[src/rtl/booth_seq_mult.sv]
// Sequential radix-2 Booth multiplier for signed two's-complement operands.
// Performs one add/subtract/no-op step plus an arithmetic right shift of
// {A,Q,q_m1} per clock. The A-register adder is built from 4-bit carry-lookahead
// groups, and carries ripple between groups.
//
// Ports:
//   clk          rising-edge clock
//   rst_n        asynchronous active-low reset
//   start        request, sampled only in IDLE
//   clear        synchronous abort: returns to IDLE with no done pulse
//   multiplicand signed operand M, sampled with start
//   multiplier   signed operand Q, sampled with start
//   busy         high while an operation is in progress
//   done         one-cycle completion pulse
//   product      signed 2*WIDTH result, held until the next completion
module booth_seq_mult #(
    parameter int unsigned WIDTH = 8    // multiple of 4, at least 4
) (
    input  logic                 clk,
    input  logic                 rst_n,
    input  logic                 start,
    input  logic                 clear,
    input  logic [WIDTH-1:0]     multiplicand,
    input  logic [WIDTH-1:0]     multiplier,
    output logic                 busy,
    output logic                 done,
    output logic [2*WIDTH-1:0]   product
);

    localparam int unsigned AW   = WIDTH + 1;            // A and M width
    localparam int unsigned CW   = $clog2(WIDTH) + 1;    // step counter width
    localparam int unsigned NGRP = WIDTH / 4;            // lookahead groups

    typedef enum logic {
        S_IDLE = 1'b0,
        S_RUN  = 1'b1
    } state_e;

    state_e               state_q, state_d;
    logic [AW-1:0]        a_q, a_d;
    logic [WIDTH-1:0]     q_q, q_d;
    logic                 qm1_q, qm1_d;
    logic [AW-1:0]        m_q, m_d;
    logic [CW-1:0]        cnt_q, cnt_d;
    logic                 busy_q, busy_d;
    logic                 done_q, done_d;
    logic [2*WIDTH-1:0]   prod_q, prod_d;

    // Adder operands: {Q[0],q_m1}=10 subtracts via ~M with carry-in 1.
    logic                 add_sub;
    logic [AW-1:0]        add_a;
    logic [AW-1:0]        add_b;
    logic [AW-1:0]        add_p;
    logic [WIDTH-1:0]     add_g;
    logic [AW-1:0]        add_sum;

    assign add_sub = q_q[0];
    assign add_a   = a_q;
    assign add_b   = add_sub ? ~m_q : m_q;
    assign add_p   = add_a ^ add_b;
    // Generate of the very top bit would only feed the discarded carry-out.
    assign add_g   = add_a[WIDTH-1:0] & add_b[WIDTH-1:0];

    // Carry-lookahead groups; the top group is 5 bits wide to cover the extra A bit.
    for (genvar gi = 0; gi < NGRP; gi++) begin : g_grp
        localparam int unsigned BASE = gi * 4;
        localparam int unsigned GSZ  = (gi == NGRP - 1) ? 5 : 4;

        logic       cin_g;
        logic [3:0] cyv;    // carry out of each of the low four bits

        if (gi == 0) begin : g_first
            assign cin_g = add_sub;
        end else begin : g_chain
            assign cin_g = g_grp[gi-1].cyv[3];
        end

        // Sum-of-products carry for each bit, from the group carry-in only.
        for (genvar j = 0; j < 4; j++) begin : g_cy
            localparam int unsigned IDX = BASE + j;
            logic [j:0] term;
            for (genvar k = 0; k <= j; k++) begin : g_term
                if (k == j) begin : g_own
                    assign term[k] = add_g[BASE+k];
                end else begin : g_prop
                    assign term[k] = add_g[BASE+k] & (&add_p[IDX:BASE+k+1]);
                end
            end
            assign cyv[j] = (|term) | ((&add_p[IDX:BASE]) & cin_g);
        end

        for (genvar j = 0; j < GSZ; j++) begin : g_sum
            if (j == 0) begin : g_s0
                assign add_sum[BASE] = add_p[BASE] ^ cin_g;
            end else begin : g_sn
                assign add_sum[BASE+j] = add_p[BASE+j] ^ cyv[j-1];
            end
        end
    end

    // Booth step result before the shift, then the shifted register images.
    logic [AW-1:0]    acc;
    logic [AW-1:0]    sh_a;
    logic [WIDTH-1:0] sh_q;

    always_comb begin
        acc  = (q_q[0] ^ qm1_q) ? add_sum : a_q;
        sh_a = {acc[AW-1], acc[AW-1:1]};
        sh_q = {acc[0], q_q[WIDTH-1:1]};
    end

    // Next-state and register updates.
    always_comb begin
        state_d = state_q;
        a_d     = a_q;
        q_d     = q_q;
        qm1_d   = qm1_q;
        m_d     = m_q;
        cnt_d   = cnt_q;
        busy_d  = busy_q;
        done_d  = 1'b0;
        prod_d  = prod_q;

        case (state_q)
            S_IDLE: begin
                if (start && !clear) begin
                    m_d     = {multiplicand[WIDTH-1], multiplicand};
                    q_d     = multiplier;
                    a_d     = '0;
                    qm1_d   = 1'b0;
                    cnt_d   = CW'(WIDTH);
                    busy_d  = 1'b1;
                    state_d = S_RUN;
                end
            end
            S_RUN: begin
                if (clear) begin
                    busy_d  = 1'b0;
                    state_d = S_IDLE;
                end else begin
                    a_d   = sh_a;
                    q_d   = sh_q;
                    qm1_d = q_q[0];
                    cnt_d = cnt_q - CW'(1);
                    // Last step: publish the post-shift value in the same edge.
                    if (cnt_q == CW'(1)) begin
                        prod_d  = {sh_a[WIDTH-1:0], sh_q};
                        done_d  = 1'b1;
                        busy_d  = 1'b0;
                        state_d = S_IDLE;
                    end
                end
            end
            default: begin
                busy_d  = 1'b0;
                state_d = S_IDLE;
            end
        endcase
    end

    // State and datapath registers.
    always_ff @(posedge clk or negedge rst_n) begin
        if (!rst_n) begin
            state_q <= S_IDLE;
            a_q     <= '0;
            q_q     <= '0;
            qm1_q   <= 1'b0;
            m_q     <= '0;
            cnt_q   <= '0;
            busy_q  <= 1'b0;
            done_q  <= 1'b0;
            prod_q  <= '0;
        end else begin
            state_q <= state_d;
            a_q     <= a_d;
            q_q     <= q_d;
            qm1_q   <= qm1_d;
            m_q     <= m_d;
            cnt_q   <= cnt_d;
            busy_q  <= busy_d;
            done_q  <= done_d;
            prod_q  <= prod_d;
        end
    end

    assign busy    = busy_q;
    assign done    = done_q;
    assign product = prod_q;

endmodule

[config.mk]
export PLATFORM = sky130hd
export DESIGN_NAME = booth_seq_mult
export DESIGN_NICKNAME = d
export VERILOG_FILES = /design/src/rtl/booth_seq_mult.sv
export SDC_FILE = /design/constraint.sdc
export NUM_CORES = 1
export LEC_CHECK = 0
export CAP_MARGIN = 20
export CELL_PAD_IN_SITES_DETAIL_PLACEMENT = 2
export CELL_PAD_IN_SITES_GLOBAL_PLACEMENT = 2
export CORE_ASPECT_RATIO = 1.1
export CORE_MARGIN = 3
export CORE_UTILIZATION = 36
export DETAILED_ROUTE_END_ITERATION = 8
export GPL_ROUTABILITY_DRIVEN = 0
export GPL_TIMING_DRIVEN = 0
export PLACE_DENSITY_LB_ADDON = 0.2
export SKIP_LAST_GASP = 1
export SYNTH_ARGS = -nofsm -noshare
export SYNTH_HDL_FRONTEND = slang
export SYNTH_SLANG_ARGS = --single-unit
export TNS_END_PERCENT = 10
[constraint.sdc]
create_clock -name clk -period 4.8 [get_ports clk]
set_clock_uncertainty 0.2 [all_clocks]
set_input_delay 0.72 -clock clk [delete_from_list [all_inputs] [get_ports clk]]
set_output_delay 0.72 -clock clk [all_outputs]
set_load 0.005 [all_outputs]
==> out/results.txt, run 1 <==
outcome = complete, no violations
top achievable clock speed = 0.310 GHz
Root Driver = clkbuf_8
die area = 8230 µm²
H-tree levels = 2
switch share = 0.409
die width = 86.8 µm
initial antenna violation count = 0
YS warnings = 0
# fillers = 734
R2R depth = 12
Worst-Skew Late Latency = 0.30 ns
GRT overflow = 0
first-pass GRT wire length = 11.8 mm
Layout Nets = 342
Diodes inserted = 0
Initial Utilization = 0.381
Reg2Reg Setup Slack = 1.57 ns
Pwr Density = 557 nW/µm²
Routed WL = 6.95 mm
IO Count = 38
Slew headroom = 0.502
asr flop ratio synth = 1.00
Avg Cell Area, Syn = 9.71 µm²
final hold violations = 0
Critical-path top delay cell = ha_1
fin crit period = 3.23 ns
TritonCTS clock tree = done
crit path DAT = 3.19 ns
Row Count = 31
Sequential Power Share = 0.365
largest net degree at the start of global routing = 34
Post-Synthesis Cells = 266
HPWL Detailed = 5.29 mm
CP max stage delay = 0.41 ns
worst r2r dst = a_q[4]
CORE AREA = 6790 µm²
CP endpoint kind = register
CP Class = reg -> reg
CTS-repair resized insts = 0
Max-Cap Viols = 0
leak pwr = 1.44 nW
drt pass-1 iters = 4
number of flops mapped to enable cells by yosys = 0
Int Power = 1.04 mW
CTS Hold Bufs = 0
CP cell instances = buf_6, buf_2, xor2_1, ha_1, nand2_1, o211ai_2, a21oi_1, fa_1, xor2_1, nand2_1, o21ai_0, o21ai_0
Finish-stage setup viols = 0
Total GRT Usage = 0.186
CP delay by family, top = adder cells
worst path required time = 4.76 ns
CP Buf/Inv Count = 2
die height = 94.9 µm
# DRC = 0
number of DRC markers in iteration 0 = 79
mapped cell area = 2580 µm²
period utilisation layout = 0.673
final antenna-violating net count = 0
Netlist cell types = 44
combinational power share = 0.501
wire per inst = 17.7 µm
Syn Nets = 297
number of buffers on the longest clock path = 2
RR Startpoint = q_q[0]
Inserted Clock Buffers = 5
via count of the first global-routing pass = 2,336
Clock Power Share = 0.133
Clock transition at path regs = 0.09 ns
post-DR vias/cell = 5.44
final instance area = 3150 µm²
via count = 2,137
Tightest Pin Transition = 0.745 ns
P_sw = 0.718 mW
Peak VDD IR = 0.240 mV
Crit Path Max Fanout = 10
ys flop type = dfrtp_1
TritonCTS Sinks = 48
HP Class = in -> async
Seq cells post-synth = 48
placed inst area = 3070 µm²
CP Launch Type = register
Fin Setup TNS = 0 ns
unrepaired setup endpoints after global routing = no
Port Buf Inserts = 37
Layout area overhead = 21.9%
Post-CTS Setup Bufs = 0
share of layout cells above drive strength 1 = 0.0997
register area share after synthesis = 0.465
max-slew violation count = 0
==> through the flow <==
step | total power, mW | setup WS [ns] | std cells | hold slack (ns) | utilization
after global placement | 1.47 | 1.32 | 385 | 0.257 | 0.450
after detailed placement | 1.53 | 1.64 | 386 | 0.270 | 0.453
after floorplan | 1.19 | 2.11 | 266 | 0.224 | -
after CTS | 1.78 | 1.54 | 393 | 0.141 | 0.464
after global routing | 1.92 | 1.33 | 393 | 0.149 | 0.464
final | 1.76 | 1.57 | 393 | 0.135 | 0.464
==> state kept, by name (all words and copies together), names as in the netlist <==
signal,flops
m_q,8
a_q,8
busy,1
qm1_q,1
done,1
q_q,8
cnt_q,4
state_q,1
product,16
==> cell type report <==
cell class              count  area [µm²]  area share
well taps                  82         103      0.0326
clock buffers               6        72.6      0.0230
plain buffers              13        72.6      0.0230
multi-input cells         194        1270       0.403
inverters                  11        41.3      0.0131
repair buffers             38         385       0.122
clock inverters             1        5.00     0.00159
flip-flops and latches     48        1200       0.381
==> worst max-delay path by stage <==
stage | start | end | slack [ns] | cells after the start
4_1_cts | q_q[0] | a_q[4] | 1.54 | 12
3_3_place_gp | rst_n | product[8] | 1.32 | 1
3_5_place_dp | q_q[0] | a_q[4] | 1.64 | 12
6_report | q_q[0] | a_q[4] | 1.57 | 12
5_1_grt | q_q[0] | product[12] | 1.33 | 12
2_1_floorplan | q_q[0] | product[12] | 2.11 | 12
==> logic make-up after synthesis <==
logic type,Yosys count,synth area share
mux,19,0.0780
simple gates,86,0.150
flops,48,0.465
xor+xnor,13,0.0499
compound gates,64,0.154
buf+inv,24,0.0441
fa+ha+maj,12,0.0600
==> power groups by stage <==
stage	logic [mW]	clock network (mW)	registers [mW]
3_5_place_dp	0.882	0	0.651
2_1_floorplan	0.563	0	0.628
4_1_cts	0.893	0.243	0.645
3_3_place_gp	0.832	0	0.643
5_1_grt	0.997	0.257	0.662
6_report	0.880	0.234	0.641
==> layer usage <==
metal  vias up  wire length [µm]  GRT usage
li1       1003                 -          -
met1      1089              3190      0.238
met2        36              3480      0.322
met3         9               174     0.0323
met4         0               102     0.0519
met5         -                 0          0
==> cell usage in the layout, fill, tap and decap left out, drive strengths merged, types with 10 or more instances in the layout <==
cell type,instances
a21oi,11
clkbuf,12
clkdlybuf4s50,36
dfrtp,48
ha,10
inv,11
mux2i,10
nand2,54
o21ai,36
xor2,11
==> Yosys cell counts, types with 2 or more instances <==
cell / n / share of area
nor3_1: 4 / 0.0077
dfrtp_1: 48 / 0.46
nor2_1: 7 / 0.010
o21a_1: 2 / 0.0058
buf_2: 4 / 0.0077
o211ai_1: 3 / 0.0087
nand2b_1: 3 / 0.0073
ha_1: 10 / 0.048
a21oi_1: 10 / 0.019
mux2_2: 9 / 0.039
buf_6: 2 / 0.0087
and3_1: 4 / 0.0097
nor4_1: 3 / 0.0073
inv_1: 11 / 0.016
xor2_1: 10 / 0.034
nor2b_1: 5 / 0.012
o21ai_2: 2 / 0.0068
o21bai_1: 2 / 0.0058
clkbuf_1: 6 / 0.0087
a211oi_1: 2 / 0.0058
or3_1: 2 / 0.0048
nand2_1: 54 / 0.078
o21ai_0: 32 / 0.062
o21ai_1: 2 / 0.0039
mux2i_1: 10 / 0.039
Note: power is estimated with default switching activity, not from simulation.
==> run 2, diff against run 1 <==
CORE_UTILIZATION = 31   (was 36)
clock period = 2.7 ns   (was 4.8 ns; I/O delays follow)
==> run 2 against run 1 <==
Against the previous run: clock power is 87% higher; total power up 90%; first-iteration DRC count is 20% lower; clock-buffer cell count grew 2; global-route usage decreased by 2.4 points; sequential cell count unchanged; via count fell by 0.47%; critical path type unchanged; critical endpoint is now product[12]; highest routed layer unchanged.
==> out/results.txt, run 2 (synthesized netlist as in run 1, its figures left out) <==
outcome = complete, no violations
period utilisation layout = 0.987 (+0.315)
CP endpoint kind = register
CP Class = reg -> reg
CP Launch Point = q_q[0]
leak pwr = 1.49 nW (+3.4%)
Slew headroom = 0.472 (-0.0299)
# fillers = 888 (+21%)
Layout Nets = 348 (+1.8%)
die width = 93.0 µm (+7.2%)
largest net degree at the start of global routing = 33 (-2.9%)
CP Launch Type = register
top achievable clock speed = 0.375 GHz (+21%)
RR Startpoint = q_q[0]
Critical-path top delay cell = dfrtp_1
CORE AREA = 8000 µm² (+18%)
via count of the first global-routing pass = 2,340 (+0.17%)
crit path DAT = 2.62 ns (-0.57 ns)
worst r2r dst = product[12]
first-pass GRT wire length = 12.1 mm (+2.5%)
worst path required time = 2.66 ns (-2.10 ns)
Initial Utilization = 0.323 (-0.0576)
Pwr Density = 1010 nW/µm² (+81%)
H-tree levels = 2 (unchanged)
share of layout cells above drive strength 1 = 0.142 (+0.0418)
final hold violations = 0 (unchanged)
wire per inst = 16.8 µm (-5.0%)
R2R depth = 12 (unchanged)
HP Class = reg -> reg
Clock transition at path regs = 0.09 ns (about the same)
die height = 102 µm (+7.3%)
Max-Cap Viols = 0 (unchanged)
number of buffers on the longest clock path = 2 (unchanged)
Post-Place Cells = 412 (+6.7%)
CP cell instances = buf_6, buf_8, xor2_1, ha_1, nand2_2, o211ai_4, a21oi_2, fa_2, xor2_1, nand2_1, o21ai_2, o21ai_0
commonest non-fill, non-tap cell in the layout = nand2_1
CP max stage delay = 0.38 ns (-0.03 ns)
unrepaired setup endpoints after global routing = yes
Diodes inserted = 0 (unchanged)
HPWL Detailed = 5.42 mm (+2.4%)
GRT overflow = 0 (unchanged)
Port Buf Inserts = 37 (unchanged)
Total GRT Usage = 0.162 (-0.0242)
Row Count = 34 (+9.7%)
die area = 9470 µm² (+15%)
fin crit period = 2.67 ns (-0.563 ns)
via count = 2,127 (-0.47%)
max-slew violation count = 0 (unchanged)
Layout area overhead = 28.1%
Inserted Clock Buffers = 5 (unchanged)
Crit Path Max Fanout = 10 (unchanged)
TritonCTS clock tree = done
Peak VDD IR = 0.300 mV (+25%)
Finish-stage setup viols = 0 (unchanged)
drt pass-1 iters = 4 (unchanged)
Largest register FFs = 16 (unchanged)
Root Driver = clkbuf_8
final antenna-violating net count = 0 (unchanged)
pre-CTS setup slack = -0.386 ns (-2.03 ns)
Critical Path End = product[12]
post-route setup slack = 0.0347 ns (-1.54 ns)
final std cells w/o fill = 426 (+8.4%)
# DRC = 0 (unchanged)
Reg2Reg Setup Slack = 0.03 ns (-1.54 ns)
Worst-Skew Late Latency = 0.30 ns (about the same)
final core utilization = 0.414 (-0.0502)
initial antenna violation count = 0 (unchanged)
TritonCTS Sinks = 48 (unchanged)
post-DR vias/cell = 4.99 (-8.2%)
number of DRC markers in iteration 0 = 63 (-20%)
Top cell by count, worst path = xor2_1
Tightest Pin Transition = 0.790 ns (+0.0448 ns)
IO Count = 38 (unchanged)
most frequent cells in the layout = nand2_1 (52), dfrtp_1 (48), clkdlybuf4s50_1 (36)
Routed WL = 7.15 mm (+2.9%)
==> run 2: cell type report <==
class                           instances  area (µm²)  share of cell area
Multi-Input combinational cell        194        1330               0.401
Sequential cell                        48        1200               0.363
Timing Repair Buffer                   44         433               0.131
Tap cell                              108         135              0.0408
Clock buffer                            8        90.1              0.0272
Buffer                                 13        82.6              0.0250
Inverter                               11        41.3              0.0125
==> run 2: per-layer routing <==
metal,share of wire,GRT usage
met1,0.44,0.210
met2,0.52,0.283
met3,0.024,0.0253
met4,0.012,0.0428
met5,0,0
==> run 2: worst min path at each step <==
stage                             to  cells past startpoint        from
final                     product[0]                      2  product[0]
after global routing      product[4]                      2  product[4]
after floorplan               a_q[0]                      0       rst_n
after global placement    product[3]                      2  product[3]
after detailed placement        done                      1       rst_n
after CTS                 product[0]                      2  product[0]
==> run 2: what timing repair did <==
item,CTS,global route
pin swaps,3,6
endpoints found under the setup margin,10,10
hold buffers,1,0
gates resized for setup,11,8
endpoints found under the hold margin,16,0
setup buffers,3,2
==> run 2: through the flow <==
stage                     cell area (µm²)  power [mW]  hold slack [ns]  TNS, ns
after floorplan                      2580        2.12          -0.0906        0
after global placement               3090        2.63            0.258   -26.99
after detailed placement             3100        2.72            0.178    -2.12
after CTS                            3270        3.31            0.287   -0.452
after global routing                 3310        3.65            0.326   -0.367
final                                3310        3.33            0.278        0
==> run 2: worst max-delay path: cells and delay by family (launching register included) <==
kind                       cells  cell delay [ns]
xor gates and xnor gates       2             0.30
and+or+nand+nor                2             0.18
DFF                            1             0.38
buffers and inverters          2             0.26
AOI/OAI and AO/OA              4             0.50
adders and majority gates      2             0.69
==> run 2: report_power, final <==
group	internal, mW	switching, mW	leakage (nW)	total, mW
Sequential	0.955	0.186	0.618	1.14
Combinational	0.835	0.919	0.828	1.75
Clock	0.209	0.229	0.0455	0.438
==> run 3, diff against run 2 <==
CTS_CLUSTER_DIAMETER = 40   (was default)
==> results of run 3 <==
No change in the layout: final DEF, timing and power equal those of run 2.
